--- config.mk ---
export PLATFORM = sky130hd
export DESIGN_NAME = tank_sprite_arbiter_flat
export DESIGN_NICKNAME = d
export VERILOG_FILES = /design/src/rtl/tank_pkg.sv /design/src/rtl/tank_sprite_arbiter_if.sv /design/src/rtl/rr_arbiter.sv /design/src/rtl/tank_sprite_arbiter.sv /design/src/flat_wrapper.sv
export SDC_FILE = /design/constraint.sdc
export NUM_CORES = 1
export LEC_CHECK = 0
export BUFFER_PORTS_ARGS = -buffer_cell sky130_fd_sc_hd__buf_2
export CORE_ASPECT_RATIO = 0.6
export CORE_MARGIN = 3
export CORE_UTILIZATION = 47
export DETAILED_ROUTE_END_ITERATION = 12
export GPL_ROUTABILITY_DRIVEN = 0
export PLACE_DENSITY = 0.89
export RECOVER_POWER = 25
export SLEW_MARGIN = 0
export SYNTH_ARGS = -nofsm -noshare
export SYNTH_HDL_FRONTEND = slang
export SYNTH_SLANG_ARGS = --single-unit
--- constraint.sdc ---
create_clock -name clk -period 3.8 [get_ports clk]
set_clock_uncertainty 0.05 [all_clocks]
set_input_delay 0.19 -clock clk [delete_from_list [all_inputs] [get_ports clk]]
set_output_delay 0.19 -clock clk [all_outputs]
set_load 0.01 [all_outputs]
--- src/rtl/tank_pkg.sv ---
// Shared sprite definitions for the tank renderers.
// Holds direction encoding, sprite address width and palette index width.
package tank_pkg;

   typedef enum logic [1:0] {
      DIR_UP    = 2'd0,
      DIR_DOWN  = 2'd1,
      DIR_LEFT  = 2'd2,
      DIR_RIGHT = 2'd3
   } dir_t;

   localparam int SPRITE_ADDR_W = 10;
   localparam int PAL_IDX_W     = 2;

endpackage

--- src/rtl/tank_sprite_arbiter_if.sv ---
// Requester/ROM/response bundle of the tank sprite arbiter.
// master: renderers + ROM side; slave: the arbiter.
interface tank_sprite_arbiter_if
   import tank_pkg::*;
#(
   parameter int N_REQ  = 4,
   parameter int ADDR_W = SPRITE_ADDR_W
);

   localparam int ID_W = $clog2(N_REQ);

   logic                    frame_start;
   logic [N_REQ-1:0]        req;
   logic [N_REQ*ADDR_W-1:0] req_addr;
   logic [N_REQ*2-1:0]      req_dir;
   logic [N_REQ-1:0]        req_enemy;
   logic [N_REQ-1:0]        gnt;
   logic [ADDR_W+1:0]       rom_addr;
   logic [PAL_IDX_W-1:0]    rom_q;
   logic                    rsp_valid;
   logic [ID_W-1:0]         rsp_id;
   logic [PAL_IDX_W-1:0]    rsp_index;
   logic                    rsp_enemy;

   modport master (
      output frame_start, req, req_addr,
      output req_dir, req_enemy, rom_q,
      input  gnt, rom_addr, rsp_valid,
      input  rsp_id, rsp_index, rsp_enemy
   );

   modport slave (
      input  frame_start, req, req_addr,
      input  req_dir, req_enemy, rom_q,
      output gnt, rom_addr, rsp_valid,
      output rsp_id, rsp_index, rsp_enemy
   );

endinterface

--- src/rtl/rr_arbiter.sv ---
// Combinational round-robin arbiter: search starts at ptr_i, wraps at N.
// Ports: req_i, ptr_i in; gnt_o one-hot, winner_o binary, any_o out.
module rr_arbiter #(
   parameter  int N = 4,
   localparam int W = $clog2(N)
) (
   input  logic [N-1:0] req_i,
   input  logic [W-1:0] ptr_i,
   output logic [N-1:0] gnt_o,
   output logic [W-1:0] winner_o,
   output logic         any_o
);

   int          idx;
   logic [W-1:0] sel;
   logic         found;

   always_comb begin
      gnt_o    = '0;
      winner_o = '0;
      any_o    = 1'b0;
      found    = 1'b0;
      idx      = 0;
      sel      = '0;
      for (int k = 0; k < N; k++) begin
         idx = int'(ptr_i) + k;
         if (idx >= N) idx = idx - N;
         sel = W'(idx);
         if (!found && req_i[sel]) begin
            found      = 1'b1;
            gnt_o[sel] = 1'b1;
            winner_o   = sel;
         end
      end
      any_o = found;
   end

endmodule

--- src/rtl/tank_sprite_arbiter.sv ---
// Shares one tank sprite ROM among N_REQ renderers, tags responses.
// Ports: clk, rst_n (async, low); bus = requests, ROM, responses.
module tank_sprite_arbiter
   import tank_pkg::*;
#(
   parameter int N_REQ   = 4,
   parameter int ADDR_W  = SPRITE_ADDR_W,
   parameter int ROM_LAT = 2
) (
   input  logic                  clk,
   input  logic                  rst_n,
   tank_sprite_arbiter_if.slave  bus
);

   localparam int ID_W = $clog2(N_REQ);
   localparam int RA_W = ADDR_W + 2;
   // One stage lines up with rom_addr, ROM_LAT more follow the ROM.
   localparam int TAG_D = ROM_LAT + 1;

   typedef struct packed {
      logic            valid;
      logic [ID_W-1:0] id;
      logic            enemy;
   } tag_t;

   logic [ID_W-1:0] rr_ptr_q, rr_ptr_d;
   logic [ID_W-1:0] arb_ptr, win;
   logic [N_REQ-1:0] gnt;
   logic             any;
   logic [RA_W-1:0]  rom_addr_q, rom_addr_d;
   tag_t             tag_d;
   tag_t             tag_q [TAG_D];

   // frame_start restarts priority at requester 0 in the same cycle.
   assign arb_ptr = bus.frame_start ? '0 : rr_ptr_q;

   rr_arbiter #(.N(N_REQ)) u_arb (
      .req_i    (bus.req),
      .ptr_i    (arb_ptr),
      .gnt_o    (gnt),
      .winner_o (win),
      .any_o    (any)
   );

   assign bus.gnt = gnt;

   always_comb begin
      rom_addr_d = rom_addr_q;
      rr_ptr_d   = rr_ptr_q;
      tag_d      = '0;
      for (int i = 0; i < N_REQ; i++) begin
         if (gnt[i]) begin
            rom_addr_d = {bus.req_dir[2*i +: 2],
                          bus.req_addr[i*ADDR_W +: ADDR_W]};
         end
      end
      if (any) begin
         rr_ptr_d    = (win == ID_W'(N_REQ-1)) ? '0
                                              : win + ID_W'(1);
         tag_d.valid = 1'b1;
         tag_d.id    = win;
         tag_d.enemy = |(gnt & bus.req_enemy);
      end else if (bus.frame_start) begin
         rr_ptr_d = '0;
      end
   end

   always_ff @(posedge clk or negedge rst_n) begin
      if (!rst_n) begin
         rom_addr_q <= '0;
         rr_ptr_q   <= '0;
         for (int i = 0; i < TAG_D; i++) tag_q[i] <= '0;
      end else begin
         rom_addr_q <= rom_addr_d;
         rr_ptr_q   <= rr_ptr_d;
         tag_q[0]   <= tag_d;
         for (int i = 1; i < TAG_D; i++) tag_q[i] <= tag_q[i-1];
      end
   end

   assign bus.rom_addr  = rom_addr_q;
   assign bus.rsp_valid = tag_q[TAG_D-1].valid;
   assign bus.rsp_id    = tag_q[TAG_D-1].id;
   assign bus.rsp_enemy = tag_q[TAG_D-1].enemy;
   assign bus.rsp_index = bus.rom_q;

endmodule

--- src/flat_wrapper.sv ---
// flat-port wrapper written by rule: the top's interface ports become plain ports
module tank_sprite_arbiter_flat import tank_pkg::*;
#(
   parameter int N_REQ   = 4,
   parameter int ADDR_W  = SPRITE_ADDR_W,
   parameter int ROM_LAT = 2
)
  (clk, rst_n, bus_frame_start, bus_req, bus_req_addr, bus_req_dir, bus_req_enemy, bus_rom_q, bus_gnt, bus_rom_addr, bus_rsp_valid, bus_rsp_id, bus_rsp_index, bus_rsp_enemy);
  tank_sprite_arbiter_if #(.N_REQ(N_REQ), .ADDR_W(ADDR_W)) bus_i ();
  input  logic clk;
  input  logic rst_n;
  input wire logic [$bits(bus_i.frame_start)-1:0] bus_frame_start;
  input wire logic [$bits(bus_i.req)-1:0] bus_req;
  input wire logic [$bits(bus_i.req_addr)-1:0] bus_req_addr;
  input wire logic [$bits(bus_i.req_dir)-1:0] bus_req_dir;
  input wire logic [$bits(bus_i.req_enemy)-1:0] bus_req_enemy;
  input wire logic [$bits(bus_i.rom_q)-1:0] bus_rom_q;
  output wire logic [$bits(bus_i.gnt)-1:0] bus_gnt;
  output wire logic [$bits(bus_i.rom_addr)-1:0] bus_rom_addr;
  output wire logic [$bits(bus_i.rsp_valid)-1:0] bus_rsp_valid;
  output wire logic [$bits(bus_i.rsp_id)-1:0] bus_rsp_id;
  output wire logic [$bits(bus_i.rsp_index)-1:0] bus_rsp_index;
  output wire logic [$bits(bus_i.rsp_enemy)-1:0] bus_rsp_enemy;
  assign bus_i.frame_start = bus_frame_start;
  assign bus_i.req = bus_req;
  assign bus_i.req_addr = bus_req_addr;
  assign bus_i.req_dir = bus_req_dir;
  assign bus_i.req_enemy = bus_req_enemy;
  assign bus_i.rom_q = bus_rom_q;
  assign bus_gnt = bus_i.gnt;
  assign bus_rom_addr = bus_i.rom_addr;
  assign bus_rsp_valid = bus_i.rsp_valid;
  assign bus_rsp_id = bus_i.rsp_id;
  assign bus_rsp_index = bus_i.rsp_index;
  assign bus_rsp_enemy = bus_i.rsp_enemy;
  tank_sprite_arbiter #(.N_REQ(N_REQ), .ADDR_W(ADDR_W), .ROM_LAT(ROM_LAT)) u_core (.clk(clk), .rst_n(rst_n), .bus(bus_i));
endmodule
After elaboration in Yosys (flattened, before gate mapping)
Index checks and enable logic that the tools add are counted.
- flip-flop bits (word level): 26
- output and inout bits: 22
- latch bits: 0
- RAM bits: 0
- memories: 0
- input port bits: 61
- bits in read-only memories: 0
- mux-type cells: 40
- shift operators: 0
- $lt $le $gt $ge: 12
- $add $sub $neg: 8
- multiply operators: 0
- eq/ne operators: 1
- reductions and logical operators: 12
- bitwise gates (word level): 4
- div/mod/pow operators: 0
- operators by type and width (cell ; number):
    two-way mux 12 bit ; 4
    two-way mux 2 bit ; 11
    two-way mux 4 bit ; 5
    < comparator 2 x 3 -> 1 bit (second input constant) ; 4
    two-way mux 1 bit ; 12
    OR 4 bit ; 3
    >= comparator 3 bit (second input constant) ; 3
    binary-select mux 1 bit (select 2 bit) ; 4
    demux 1 bit (select 2 bit) ; 4
    >= comparator 2 x 1 -> 1 bit (second input constant) ; 4
    subtractor 2 x 1 -> 2 bit (second input constant) ; 4
    logical AND 1 bit ; 7
    adder 2 x 2 -> 3 bit (second input constant) ; 2
    bitwise AND 4 bit ; 1
    nonzero test 4 bit ; 1
    OR reduction 4 bit ; 1
    adder 2 x 1 -> 3 bit (second input constant) ; 1
    >= comparator 2 x 3 -> 1 bit (second input constant) ; 1
    zero test 1 bit ; 3
    adder 2 x 1 -> 2 bit (second input constant) ; 1
    equality test 2 bit (second input constant) ; 1

Depth between registers and ports, before layout
Gate-level depths: netlist of the first run.
- depth in word-level cells: 19
- gate-level depth with buffers: 11

Cells and area by module
Synthesis of the first run repeated with hierarchy kept, for this count alone.
- cell total of the unflattened synthesis: 168
- area total of the unflattened synthesis: 1783.0 um^2
- by module, submodules not included (module ; area each (um^2) ; cells an instance ; sequential area each (um^2) ; instances):
    tank_sprite_arbiter ; 1361.3 ; 123 ; 650.6 ; 1
    rr_arbiter ; 421.7 ; 45 ; 0.0 ; 1

Worst setup path before layout of the first run
Ideal clock, no wire load.
- path type: flip-flop to flip-flop
- from: register u_core.rr_ptr_q[0]
- to: register u_core.rom_addr_q[8], in the netlist u_core.bus.rom_addr[8]
- required time: 3.668 ns
- setup slack: 1.080 ns
- stages on the path, launching flop included: 11
- setup time: 0.082 ns
- path buffers: 2
- clock period less this slack: 2.720 ns
- arrival: 2.588 ns
- cell sequence: dfrtp_1 -> nand2b_1 -> buf_6 -> ha_1 -> mux4_2 -> a21oi_2 -> a21oi_2 -> or4_4 -> or2_4 -> buf_6 -> a31oi_1
- longest elaborated chain between the ends: 18
- elaborated cells on any way between the ends: 64
- classes of those cells: add/sub (7); order compare (12); mux (31); bitwise (3); reduce/logical (11)
- RTL lines (item ; RTL line ; source):
    start: declaration ; tank_sprite_arbiter.sv:26 ; logic [ID_W-1:0] rr_ptr_q, rr_ptr_d;
    start signal: assignment ; tank_sprite_arbiter.sv:75 ; rr_ptr_q <= rr_ptr_d;
    two-way mux 2 bit * ; -- ;
    branches (longest 13 deep; another with adder 2 x 1 -> 3 bit) ; -- ;
    two-way mux 4 bit * ; rr_arbiter.sv:29 ; if (!found && req_i[sel]) begin
    two-way mux 12 bit (3 in series) ; tank_sprite_arbiter.sv:52 ; if (gnt[i]) begin
    end signal: assignment ; tank_sprite_arbiter.sv:74 ; rom_addr_q <= rom_addr_d;
    end: declaration ; tank_sprite_arbiter.sv:30 ; logic [RA_W-1:0] rom_addr_q, rom_addr_d;
Every way passes the cells marked *. The select of a mux whose other input is x is not followed.
A chain may end at the register's enable or synchronous reset.

Worst setup path in the final report of the first run
- from: register u_core.rr_ptr_q[0]
- to: output bus_gnt[3]
- longest elaborated chain between the ends: 15
- elaborated cells on any way between the ends: 60
- classes of those cells: add/sub (7); order compare (12); mux (28); bitwise (3); reduce/logical (10)
- RTL lines (item ; RTL line ; source):
    two-way mux 2 bit * ; -- ;
    branches (longest 13 deep; another with adder 2 x 1 -> 3 bit) ; -- ;
    two-way mux 4 bit * ; rr_arbiter.sv:29 ;
    end: declaration ; flat_wrapper.sv:18 ; output wire logic [$bits(bus_i.gnt)-1:0] bus_gnt;
Marked as above.

==> results of run 1 <==
==> cell usage after synthesis (7+ instances only) <==
| library cell | instances |
|---|---|
| dfrtp_1 | 26 |
| nand2_1 | 21 |
| a31oi_1 | 12 |
| nor3_1 | 12 |
| a21oi_1 | 8 |
| o221ai_1 | 12 |
| a311o_1 | 12 |
| ha_1 | 7 |
| clkbuf_1 | 9 |
| a21boi_0 | 12 |
| inv_1 | 8 |
==> per-stage QoR <==
stage	hold WS (ps)	instances
2_1_floorplan	-156	199
3_3_place_gp	162	309
3_5_place_dp	164	309
4_1_cts	92.9	314
5_1_grt	105	314
6_report	105	314
==> area by class of cell <==
type / instances / area [um^2] / area share (%)
Sequential cell: 26 / 651 / 27.9
Inverter: 11 / 43.8 / 1.88
Clock buffer: 3 / 41.3 / 1.77
Tap cell: 47 / 58.8 / 2.53
Timing Repair Buffer: 82 / 422 / 18.1
Clock inverter: 1 / 30.0 / 1.29
Multi-Input combinational cell: 144 / 1080 / 46.5
==> tightest hold or removal path, cell delays in order <==
cell and delay [ps]:
buf_2 70, a222oi_1 60, nand2_1 70
==> power by group <==
part | internal, mW | switching [mW] | total, mW | leakage (nW)
clock | 0.141 | 0.0866 | 0.227 | 0.0357
sequential | 0.416 | 0.0678 | 0.484 | 0.299
combinational | 0.486 | 0.754 | 1.24 | 0.718
==> flip-flops by register name, summed over array words and instances, names as in the netlist <==
register              cells
u_core.tag_q              8
u_core.rr_ptr_q           2
u_core.bus.rom_addr      12
u_core.bus.rsp_enemy      1
u_core.bus.rsp_id         2
u_core.bus.rsp_valid      1
==> path summary, 6_finish.rpt <==
path / from / to / slack, ps / depth (start not counted)
setup / recovery: u_core.rr_ptr_q[0]$_DFF_PN0_ / bus_gnt[3] / 220 / 8
hold / removal: bus_req_enemy[0] / u_core.tag_q[8]$_DFF_PN0_ / 110 / 3
setup reg to reg: u_core.rr_ptr_q[0]$_DFF_PN0_ / u_core.tag_q[8]$_DFF_PN0_ / 340 / 9
hold reg to reg: u_core.tag_q[7]$_DFF_PN0_ / u_core.bus.rsp_valid$_DFF_PN0_ / 310 / 0
max in group asynchronous: rst_n / u_core.bus.rom_addr[8]$_DFFE_PN0P_ / 2170 / 2
min in group asynchronous: rst_n / u_core.bus.rsp_id[1]$_DFF_PN0_ / 720 / 2
==> cells by family after synthesis <==
kind of cell,synth area share (%)
buffers and inverters,7.74
and+or+nand+nor,14.7
adders and majority gates,4.67
muxes,5.81
DFF,34.7
AOI/OAI and AO/OA,32.4
==> timing repair <==
action                                  in CTS  in global routing
hold buffers                                 1                  0
hold endpoints to repair                    26                  0
gates resized for setup                      0                  2
endpoints found under the setup margin       0                  7
buffers inserted                             0                  0
==> per-layer routing <==
metal	share of wire [%]	up-vias
met5	0	-
met4	1.0	0
met3	12	7
met2	41	138
met1	46	920
li1	-	909
==> reports/results.ini, run 1 <==
[clock_network]
clock_latency_ps = 260
cts.path.max_buffers = 2
clk_pin_slew_ps = 90
cts_tree = built
numCtsBuffers = 3
cts.sinks = 26
h-tree-depth = 1
cts-root-buf = clkbuf_8

[logic_synthesis]
yosys-top-cells-area = dfrtp_1 35%, a311o_1 6.4%, o221ai_1 5.6%
syn_inst = 199
syn_nets = 267
synth_top_cell_by_area = dfrtp_1
ys.flop_type = dfrtp_1
ys_ff_latch = 26
synthesis.area_um2 = 1870
synth.distinct_cells = 47
synth_top_area_share_pct = 34.7
avgSynthCellArea_um2 = 9.42
seq_area_frac_synth_pct = 34.7
ys_async_sr_fraction_pct = 100
synth_edf_count = 0
yosys_warnings = 0

[grt]
use_met3_pct = 3.70
grt_pass1_vias = 1602
antenna_found_initial = 0
grt_util_all_layers_pct = 22.3
grt_start_max_net_pins = 27
grt.overflow.total = 0
grtUsageMet2_pct = 29.5
grt_pass1_wl_mm = 8.19
grt-busiest-layer = met1
use_met1_pct = 37.2

[layout]
postLayoutCoreUtil_pct = 62.2
syn2layout_area_growth_pct = 24.2
fillers = 320
layout.nets = 336
final_layout_size_suffix_gt1_share_pct = 38.2
fin_area_um2 = 2330
diodes = 0
final_cell_mix = 77 x buf_2, 26 x dfrtp_1, 21 x nand2_1
final_common_cell = buf_2

[sta]
fmaxAchievable_mhz = 279
tightest_slew_ps = 1390
final.setup.tns_ps = 0
rsz0062_at_grt = no
relSlewSlack_pct = 7.09
maxSlewViolCount = 0
setup_viol = 0
fin_crit_ps = 3580
hold_viol_final = 0
fin_ws_ps = 222
finalCritPeriodShare_pct = 94.2

[drt]
viasPerCell = 6.29
wirelength_mm = 5.49
ant_nets = 0
drt_iter0_drc = 184
drtPass1Iterations = 4
via_count = 1974
wl_per_cell_um = 17.5
drcViolationCount = 0

[floorplanning]
ios = 83
die_x_um = 87.5
die_area_um2 = 4810
core_area_um2 = 3740
num_rows = 17
die_h_um = 54.9
start_util_pct = 50.1

[run_status]
status = finished, final reports clean

[job]
cap_violations = 0

[worst_setup_path]
cp.required_ps = 3560
slowest_delay_ps = 560
path_max_fanout = 14
crit_path_end_kind = primary output
cp.arrival_ps = 3340
setup.worst_path.start_class = register
path_class = register to primary output
crit_family = simple AND/OR/NAND/NOR gates
slowest_stage = ha_1
cp_cell_sequence = nand2b_1 > ha_1 > mux4_2 > a2111oi_2 > nand2_1 > and2_1 > inv_2 > buf_2
crit_buf_inv = 2

[placed_design]
postPlaceCellArea_um2 = 2240
dp_hpwl_mm = 4.24
place_ws_ps = 245
io_buffers = 78

[hold_path]
min_path_type = primary input to register

[power_and_ir_drop]
finalPower_mw = 1.95
ir_drop_uv = 353
power_density_nw_per_um2 = 838
p_leak_nw = 1.05

Note: power is estimated with default switching activity, not from simulation.
==> run 2: changes to the inputs <==
--- a/config.mk
+++ b/config.mk
@@ -6,12 +6,14 @@
 export NUM_CORES = 1
 export LEC_CHECK = 0
 export BUFFER_PORTS_ARGS = -buffer_cell sky130_fd_sc_hd__buf_2
+export CELL_PAD_IN_SITES_DETAIL_PLACEMENT = 1
+export CELL_PAD_IN_SITES_GLOBAL_PLACEMENT = 1
 export CORE_ASPECT_RATIO = 0.6
 export CORE_MARGIN = 3
-export CORE_UTILIZATION = 47
+export CORE_UTILIZATION = 34
 export DETAILED_ROUTE_END_ITERATION = 12
 export GPL_ROUTABILITY_DRIVEN = 0
-export PLACE_DENSITY = 0.89
+export PLACE_DENSITY = 0.88
 export RECOVER_POWER = 25
 export SLEW_MARGIN = 0
 export SYNTH_ARGS = -nofsm -noshare
==> reports/results.ini, run 2 (synthesis gave the netlist of run 1 again) <==
[placed_design]
dpl.cell_count = 330
io_buffers = 78
dp_hpwl_mm = 5.04
place_ws_ps = 198

[grt]
grt.overflow.total = 0
grt_pass1_wl_mm = 9.76
grt_start_max_net_pins = 27
grt_pass1_vias = 1794
grt_util_all_layers_pct = 19.2
antenna_found_initial = 0

[layout]
final_cell_mix = 77 x buf_2, 26 x dfrtp_1, 21 x nand2_1
final_layout_size_suffix_gt1_share_pct = 38.7
largest_reg_flops = 12
syn2layout_area_growth_pct = 26.3
final_common_cell = buf_2
diodes = 0
final_cells = 335
layout.nets = 338

[clock_network]
cts.sinks = 26
numCtsBuffers = 3
clock_latency_ps = 270
cts_tree = built
h-tree-depth = 1
cts-root-buf = clkbuf_8
cts.path.max_buffers = 2
cts_setup_buffers = 0
clk_pin_slew_ps = 90

[power_and_ir_drop]
pwr-share-clk_pct = 11.4
swShare_pct = 47.0
pwr-share-comb_pct = 64.2
p_int_mw = 1.06
power_density_nw_per_um2 = 842
seq_power_share_pct = 24.3
power.switching_mw = 0.937
ir_drop_uv = 255
p_leak_nw = 1.06

[worst_setup_path]
path_max_fanout = 14
cp.arrival_ps = 3220
setup.worst_path.start_class = register
crit_path_end_kind = primary output
cp.required_ps = 3560
path_class = register to primary output

[drt]
ant_nets = 0
wl_per_cell_um = 19.0
via_count = 1972
wirelength_mm = 6.37
drcViolationCount = 0
drt_iter0_drc = 159
viasPerCell = 5.89
drtPass1Iterations = 4

[sta]
rsz0062_at_grt = no
hold_viol_final = 0
tightest_slew_ps = 1390
finalCritPeriodShare_pct = 91.0
fmaxAchievable_mhz = 289
final.setup.tns_ps = 0
fin_ws_ps = 343
fin_crit_ps = 3460
hold_ws_ps = 92.6
maxSlewViolCount = 0
relSlewSlack_pct = 7.13
setup_viol = 0

[floorplanning]
ios = 83
die_area_um2 = 6470
core_area_um2 = 5180
die_x_um = 102
die_h_um = 63.5
start_util_pct = 36.2
num_rows = 20

[job]
cap_violations = 0

[hold_path]
min_path_type = primary input to register

[run_status]
status = finished, final reports clean

-- run 2: cell count changes in the layout (fill, tap and decap cells not counted), sizes merged --
| cell | previous run | this run |
|---|---|---|
| buf | 80 | 82 |
-- run 2: path summary, 6_finish.rpt --
path | start | to | slack [ps] | depth (start not counted)
worst max-delay path | u_core.rr_ptr_q[0]$_DFF_PN0_ | bus_gnt[2] | 340 | 8
worst min-delay path | bus_req_enemy[1] | u_core.tag_q[8]$_DFF_PN0_ | 90 | 3
worst max register to register | u_core.rr_ptr_q[0]$_DFF_PN0_ | u_core.bus.rom_addr[7]$_DFFE_PN0P_ | 380 | 8
worst min register to register | u_core.tag_q[6]$_DFF_PN0_ | u_core.bus.rsp_id[1]$_DFF_PN0_ | 310 | 0
max in group asynchronous | rst_n | u_core.bus.rom_addr[3]$_DFFE_PN0P_ | 2170 | 2
min in group asynchronous | rst_n | u_core.bus.rsp_id[0]$_DFF_PN0_ | 710 | 2
-- run 2: power by group through the flow --
stage | Clock, mW | Combinational [mW] | Sequential, mW
floorplan | 0 | 0.853 | 0.511
global placement | 0 | 1.23 | 0.486
detailed placement | 0 | 1.25 | 0.490
CTS | 0.231 | 1.26 | 0.485
global route | 0.244 | 1.39 | 0.500
finish | 0.228 | 1.28 | 0.485
-- run 2: repair_timing --
action,CTS,global route
endpoints found under the setup margin,0,10
resized for setup,0,2
hold endpoints to repair,26,0
hold buffers,1,0
-- run 2: cell type report --
class	instances	area, um^2
Multi-Input combinational cell	144	1080
Timing Repair Buffer	84	437
Inverter	11	43.8
Fill cell	631	2810
Tap cell	66	82.6
Clock buffer	3	41.3
Sequential cell	26	651
Clock inverter	1	30.0
-- run 2: layer usage --
layer,wire (um),vias up,share of wire (%),GRT usage [%]
li1,-,911,-,-
met5,0,-,0,0
met4,65,0,1.0,3.60
met1,3290,964,52,33.4
met2,2530,91,40,24.3
met3,483,6,7.6,2.10
-- run 2: worst max-delay path, cell delays in order, from the launching register on --
cell       delay [ps]
dfrtp_1           410
nand2b_1          360
ha_1              560
mux4_2            410
a2111oi_2         400
and2_2            370
nor2_2            170
inv_1             120
buf_2             150
-- run 2: per-stage QoR --
step	util [%]	power (mW)	cell area, um^2
4_1_cts	45.7	1.97	2360
2_1_floorplan	-	1.36	1870
3_5_place_dp	44.1	1.74	2280
6_report	45.7	1.99	2370
3_3_place_gp	44.1	1.72	2280
5_1_grt	45.7	2.13	2370
==> run 3: changes to the inputs <==
--- a/config.mk
+++ b/config.mk
@@ -9,7 +9,7 @@
 export CELL_PAD_IN_SITES_DETAIL_PLACEMENT = 1
 export CELL_PAD_IN_SITES_GLOBAL_PLACEMENT = 1
 export CORE_ASPECT_RATIO = 0.6
-export CORE_MARGIN = 3
+export CORE_MARGIN = 2
 export CORE_UTILIZATION = 34
 export DETAILED_ROUTE_END_ITERATION = 12
 export GPL_ROUTABILITY_DRIVEN = 0
==> reports/results.ini, run 3 (synthesis gave the netlist of run 1 again) <==
[layout]
final_layout_size_suffix_gt1_share_pct = 38.5
seq_area_um2 = 651
final_cells = 336
syn2layout_area_growth_pct = 26.6
multi_input_area_um2 = 1080
diodes = 0
layout.nets = 339
final_cell_mix = 77 x buf_2, 26 x dfrtp_1, 21 x nand2_1
fillers = 639
largest_reg_flops = 12
final_common_cell = buf_2

[grt]
grt.overflow.total = 0
antenna_found_initial = 0
grt_util_all_layers_pct = 22.4
grt_pass1_wl_mm = 10.5
grt_start_max_net_pins = 27
grt_pass1_vias = 1951

[power_and_ir_drop]
ir_drop_uv = 263
p_leak_nw = 1.07
finalPower_mw = 2.04
power_density_nw_per_um2 = 859

[drt]
via_count = 2007
drtPass1Iterations = 4
wirelength_mm = 6.88
drt_iter0_drc = 233
viasPerCell = 5.97
drcViolationCount = 0
ant_nets = 0
wl_per_cell_um = 20.5

[worst_setup_path]
path_class = register to primary output
ff2ff_setup_slack_ps = 450
crit_family = simple AND/OR/NAND/NOR gates
cp.required_ps = 3560
crit_path_end_kind = primary output
cp.arrival_ps = 3170
crit_buf_inv = 2
slowest_stage = ha_1
path_max_fanout = 14
cp_cell_sequence = nand2b_1 > ha_1 > mux4_2 > a2111oi_2 > and2_2 > nor2_1 > inv_1 > buf_2
setup.worst_path.start_class = register
slowest_delay_ps = 480

[sta]
maxSlewViolCount = 0
hold_viol_final = 0
fmaxAchievable_mhz = 293
rsz0062_at_grt = no
hold_ws_ps = 81.0
setup_viol = 0
finalCritPeriodShare_pct = 89.7
tightest_slew_ps = 1420
final.setup.tns_ps = 0
fin_crit_ps = 3410
relSlewSlack_pct = 5.26
fin_ws_ps = 392

[placed_design]
dpl.cell_count = 331
dp_hpwl_mm = 5.43
io_buffers = 78
place_ws_ps = 360

[clock_network]
clock_latency_ps = 280
cts_tree = built
cts-root-buf = clkbuf_8
cts_setup_buffers = 0
numCtsBuffers = 3
h-tree-depth = 1
clk_pin_slew_ps = 100
cts.sinks = 26
cts.path.max_buffers = 2

[floorplanning]
die_h_um = 61.5
die_area_um2 = 6140
ios = 83
die_x_um = 99.9
num_rows = 20
start_util_pct = 36.2
core_area_um2 = 5180

[hold_path]
min_path_type = primary input to register

[job]
cap_violations = 0

[run_status]
status = finished, final reports clean

## run 3: cell count changes in the layout (fill, tap and decap cells not counted)
cell and delta:
buf_4 +1, nor2_2 -1, nor2_1 +1
## run 3: final timing paths
| check | startpoint | end | cells past startpoint |
|---|---|---|---|
| max in group asynchronous | rst_n | u_core.bus.rom_addr[5]$_DFFE_PN0P_ | 2 |
| hold reg to reg | u_core.tag_q[9]$_DFF_PN0_ | u_core.tag_q[5]$_DFF_PN0_ | 0 |
| setup reg to reg | u_core.rr_ptr_q[0]$_DFF_PN0_ | u_core.bus.rom_addr[11]$_DFFE_PN0P_ | 8 |
| setup / recovery | u_core.rr_ptr_q[0]$_DFF_PN0_ | bus_gnt[2] | 8 |
| min in group asynchronous | rst_n | u_core.rr_ptr_q[1]$_DFF_PN0_ | 2 |
| hold / removal | bus_req_enemy[1] | u_core.tag_q[8]$_DFF_PN0_ | 3 |
## run 3: where the power goes
| part | total [mW] | leakage (nW) | internal [mW] | switching (mW) |
|---|---|---|---|---|
| logic | 1.32 | 0.732 | 0.503 | 0.813 |
| clock network | 0.233 | 0.0357 | 0.141 | 0.0925 |
| registers | 0.488 | 0.299 | 0.417 | 0.0718 |
## run 3: area by class of cell
| cell class | count | share of cell area, % |
|---|---|---|
| well taps | 66 | 3.48 |
| inverters | 11 | 1.85 |
| clock inverters | 1 | 1.27 |
| flip-flops and latches | 26 | 27.4 |
| clock buffers | 3 | 1.74 |
| multi-input cells | 144 | 45.5 |
| repair buffers | 85 | 18.7 |
## run 3: worst register-to-register path, stage by stage, from the launching register on
cell,delay [ps]
dfrtp_1,420
nand2b_1,220
ha_1,480
mux4_2,390
a2111oi_2,460
and2_2,380
nor2_1,250
o221ai_1,440
a31oi_1,140
## run 3: per-layer routing
metal	global-route usage, %	up-vias	share of wire (%)
met4	2.54	0	0.28
met3	3.29	4	9.2
li1	-	919	-
met1	34.7	975	48
met2	34.3	109	43
met5	0	-	0
## run 3: timing repair
item | CTS | global route
gates resized for setup | 0 | 1
endpoints found under the setup margin | 0 | 1
hold endpoints to repair | 26 | 0
hold buffers | 1 | 0
## run 3: stage by stage
stage          area [um^2]  util [%]
2_1_floorplan         1870         -
3_3_place_gp          2290      44.2
3_5_place_dp          2290      44.2
4_1_cts               2370      45.8
5_1_grt               2370      45.8
6_report              2370      45.8
